`src/rtl/test_port_pkg.sv`:
```
// Shared definitions for the test-port writer and its sequence checker:
// default port address, framing markers and the writer FSM state encoding.
package test_port_pkg;

    localparam logic [29:0] TEST_PORT = 30'hFF;
    localparam logic [31:0] BEGIN_SYM = 32'h0000_0168;
    localparam logic [31:0] END_SYM   = 32'h0000_0D5D;

    // Direction of the Fibonacci generator step.
    localparam logic DIR_UP   = 1'b0;
    localparam logic DIR_DOWN = 1'b1;

    typedef enum logic [1:0] {
        IDLE  = 2'd0,
        WRITE = 2'd1,
        GAP   = 2'd2,
        DONE  = 2'd3
    } wr_state_t;

endpackage

```
`src/rtl/test_port_writer_fib_gen.sv`:
```
// Fibonacci term generator: two 32-bit registers (a = current term,
// b = next term) stepped forward by addition or backward by subtraction.
// Arithmetic wraps modulo 2^32. clear loads the seed fib(0)=0, fib(1)=1.
module fib_gen
    import test_port_pkg::*;
(
    input  logic        clk,
    input  logic        rst,
    input  logic        clear,
    input  logic        step,
    input  logic        dir,
    output logic [31:0] term
);

    logic [31:0] a_q;
    logic [31:0] b_q;

    // Seed on clear, otherwise move one term up or down on step.
    always_ff @(posedge clk or negedge rst) begin
        if (!rst) begin
            a_q <= 32'd0;
            b_q <= 32'd0;
        end else if (clear) begin
            a_q <= 32'd0;
            b_q <= 32'd1;
        end else if (step) begin
            if (dir == DIR_UP) begin
                a_q <= b_q;
                b_q <= a_q + b_q;
            end else begin
                a_q <= b_q - a_q;
                b_q <= a_q;
            end
        end
    end

    assign term = a_q;

endmodule

```
`config.mk`:
```
export PLATFORM = sky130hd
export DESIGN_NAME = fib_gen
export DESIGN_NICKNAME = d
export VERILOG_FILES = /design/src/rtl/test_port_pkg.sv /design/src/rtl/test_port_writer_fib_gen.sv
export SDC_FILE = /design/constraint.sdc
export NUM_CORES = 1
export LEC_CHECK = 0
export ABC_AREA = 1
export CAP_MARGIN = 0
export CORE_MARGIN = 1
export CORE_UTILIZATION = 40
export DETAILED_ROUTE_END_ITERATION = 7
export SLEW_MARGIN = 25
export SYNTH_ARGS = -nofsm -noshare
export SYNTH_HDL_FRONTEND = slang
export SYNTH_SLANG_ARGS = --single-unit
```
`constraint.sdc`:
```
create_clock -name clk -period 2.43 [get_ports clk]
set_clock_uncertainty 0.2 [all_clocks]
set_input_delay 0.729 -clock clk [delete_from_list [all_inputs] [get_ports clk]]
set_output_delay 0.729 -clock clk [all_outputs]
set_load 0.02 [all_outputs]
```
==> flow_summary.json <==
{
  "yosysUniqueCellTypes": 36,
  "synth_largest_area_cell": "nand2_1",
  "rsz0062_at_grt": "false",
  "grt_start_max_net_pins": 60,
  "dieHeight_um": 141.3,
  "synth_top_area_share": 0.2316,
  "synth_fp_nets": 1429,
  "critPathSlowestCell": "clkdlybuf4s50_1",
  "syn2layout_area_growth_pct": 23.29,
  "htree_levels": 3,
  "fmax_mhz": 422.9,
  "die_w_um": 141.3,
  "place_inst": 1704,
  "worstHoldPathCells": 2,
  "drive_gt1_frac": 0.1375,
  "syn_avg_cell_area_um2": 5.709,
  "drv_cap": 0,
  "critPathBufInv": 2,
  "r2r_cells": 13,
  "drc_errors": 0,
  "p_leak_nw": 5.400,
  "final_cell_mix": "nand2_1 (469), inv_1 (250), nor2_1 (111), buf_4 (95), a21oi_1 (77)",
  "grt_use_total": 0.2641,
  "gp_congestion": 1.023,
  "viasPerCell": 4.831,
  "synth-seq-cells": 64,
  "slew_headroom": 0.7631,
  "powerDensity_nw_per_um2": 582.1,
  "tightest_slew_ns": 0.3517,
  "num_vias": 8319,
  "period_needed_ns": 2.365,
  "cp.arrival_ns": 1.44,
  "boundaryPins": 37,
  "die_area_um2": 19970,
  "syn-cell-area_um2": 7764,
  "cts_tree": "built",
  "fin_cells": 1722,
  "grt_pass1_wl_mm": 40.25,
  "fin_setup_tns_ns": 0,
  "start_util": 0.4109,
  "cp_data_required_time_ns": 1.50,
  "endpoint_kind": "primary output",
  "grt_pass1_vias": 7451,
  "clk_path_buf_depth": 2,
  "criticalPathCategory": "register to primary output",
  "peakVddDrop_mv": 0.4017,
  "outcome": "completed",
  "antenna_cells": 0,
  "fin_crit_sh": 0.9732,
  "setup_viol": 0,
  "synthTopCellsByArea": "nand2_1 (23%), dfrtp_1 (21%), inv_1 (12%)",
  "firstDrtPassIters": 5,
  "row_count": 50,
  "place.port_buffers": 36,
  "slowest_delay_ns": 0.61,
  "path_cells": "buf_4 > clkdlybuf4s50_1",
  "cts_buffers": 9,
  "synth-warning-count": 0,
  "drtIter0Drc": 652,
  "clkTransAtPathRegs_ns": 0.06,
  "routed_wl_mm": 25.46,
  "path_max_fanout": 3,
  "cpLargestDelayFamily": "buffers and inverters",
  "wl_per_cell_um": 14.78,
  "seq_area_frac_synth": 0.2063,
  "hold_viol": 0,
  "synthCells": 1360,
  "clock-root-buffer": "clkbuf_16",
  "clock-sinks": 64,
  "antenna_left": 0,
  "place_hpwl_mm": 20.19,
  "final_common_cell": "nand2_1",
  "insertion_delay_ns": 0.35,
  "crit_cells": 2,
  "antenna_found_initial": 0,
  "core_um2": 18890,
  "cp-start-kind": "register",
  "overflow": 0,
  "reg2reg_slack_ns": 0.10,
  "hp-class": "register to register",
  "drv_slew": 0,
  "fin_nets": 1526
}
[repair_timing]
| item | 4_1_cts | 5_1_grt |
|---|---|---|
| setup endpoints to repair | 0 | 48 |
| hold endpoints to repair | 6 | 0 |
| hold buffers | 1 | 0 |
| resized for setup | 0 | 72 |
| buffers inserted | 0 | 1 |
[per-layer routing]
metal,wire length (µm),up-vias,global-route usage
li1,-,4342,-
met1,13190,3711,0.4089
met2,10330,244,0.3825
met3,1526,22,0.02700
met4,408,0,0.07208
met5,0,-,0
[per-stage QoR]
stage / setup slack, ns / util / power, mW / hold WS, ns / cell area, µm²
CTS: 0.003562 / 0.4913 / 5.440 / 0.3325 / 9281
detailed placement: 0.03059 / 0.4740 / 3.950 / 0.3193 / 8956
floorplan: 0.1876 / - / 3.004 / 0.2334 / 7764
finish: 0.06521 / 0.5066 / 5.572 / 0.3282 / 9572
global route: 0.001762 / 0.5066 / 5.986 / 0.3716 / 9572
global placement: 0.06321 / 0.4740 / 3.948 / 0.3127 / 8956
[worst min-delay path: cells and delay by family (launching register included)]
kind / cells / cell delay (ns)
flops: 1 / 0.37
simple gates: 2 / 0.12
[registers in the layout, indices dropped and copies added (netlist names)]
register	cells
b_q	32
term	32
[power breakdown]
group / internal, mW / total [mW] / switching, mW
clock network: 0.926 / 1.45 / 0.521
logic: 1.10 / 2.88 / 1.78
registers: 1.16 / 1.24 / 0.0819
total: 3.19 / 5.57 / 2.38
[cell usage after synthesis]
| cell type | number |
|---|---|
| a21oi_1 | 83 |
| inv_2 | 4 |
| or2_0 | 1 |
| clkbuf_1 | 17 |
| nor2_4 | 1 |
| buf_1 | 5 |
| o211ai_1 | 1 |
| nor3_2 | 3 |
| nor2_1 | 119 |
| ha_1 | 62 |
| o21ai_1 | 4 |
| and2_1 | 5 |
| nor3_1 | 10 |
| nand2_2 | 4 |
| fa_1 | 2 |
| and3_1 | 1 |
| a31oi_1 | 1 |
| o21ai_2 | 1 |
| xnor2_1 | 4 |
| nand3_1 | 72 |
| o22ai_1 | 3 |
| o21bai_1 | 9 |
| nand2_1 | 479 |
| nor2_2 | 11 |
| nand4_1 | 10 |
| inv_1 | 254 |
| a22oi_1 | 1 |
| a21oi_2 | 1 |
| buf_4 | 12 |
| o21a_1 | 1 |
| xor2_1 | 21 |
| o21ai_0 | 74 |
| nand3_2 | 4 |
| buf_6 | 5 |
| buf_2 | 11 |
| dfrtp_1 | 64 |
[area by class of cell]
class,instances,area [µm²]
clock buffer,13,250.2
timing repair buffer,136,1171
multi-input combinational,988,5187
inverter,258,968.4
sequential,64,1604
tap,260,325.3
clock inverter,3,65.06
fill,2051,9321
[cells by family (layout without fill, tap and decap cells)]
kind of cell | after synthesis | after routing | share of synthesized area
fa+ha+maj | 64 | 64 | 0.1051
buf+inv | 308 | 410 | 0.1613
simple gates | 720 | 720 | 0.3782
xor+xnor | 25 | 25 | 0.02820
compound gates | 179 | 179 | 0.1209
flops | 64 | 64 | 0.2063
[worst paths after layout]
kind,startpoint,end
worst max-delay path,term[7]$_DFFE_PN0P_,term[7]
worst min-delay path,b_q[31]$_DFFE_PN0P_,b_q[31]$_DFFE_PN0P_
worst max register to register,term[1]$_DFFE_PN0P_,b_q[20]$_DFFE_PN0P_
worst min register to register,b_q[31]$_DFFE_PN0P_,b_q[31]$_DFFE_PN0P_
max in group asynchronous,rst,b_q[22]$_DFFE_PN0P_
min in group asynchronous,rst,b_q[1]$_DFFE_PN0P_
No activity file was read; power rests on OpenSTA's default activity.
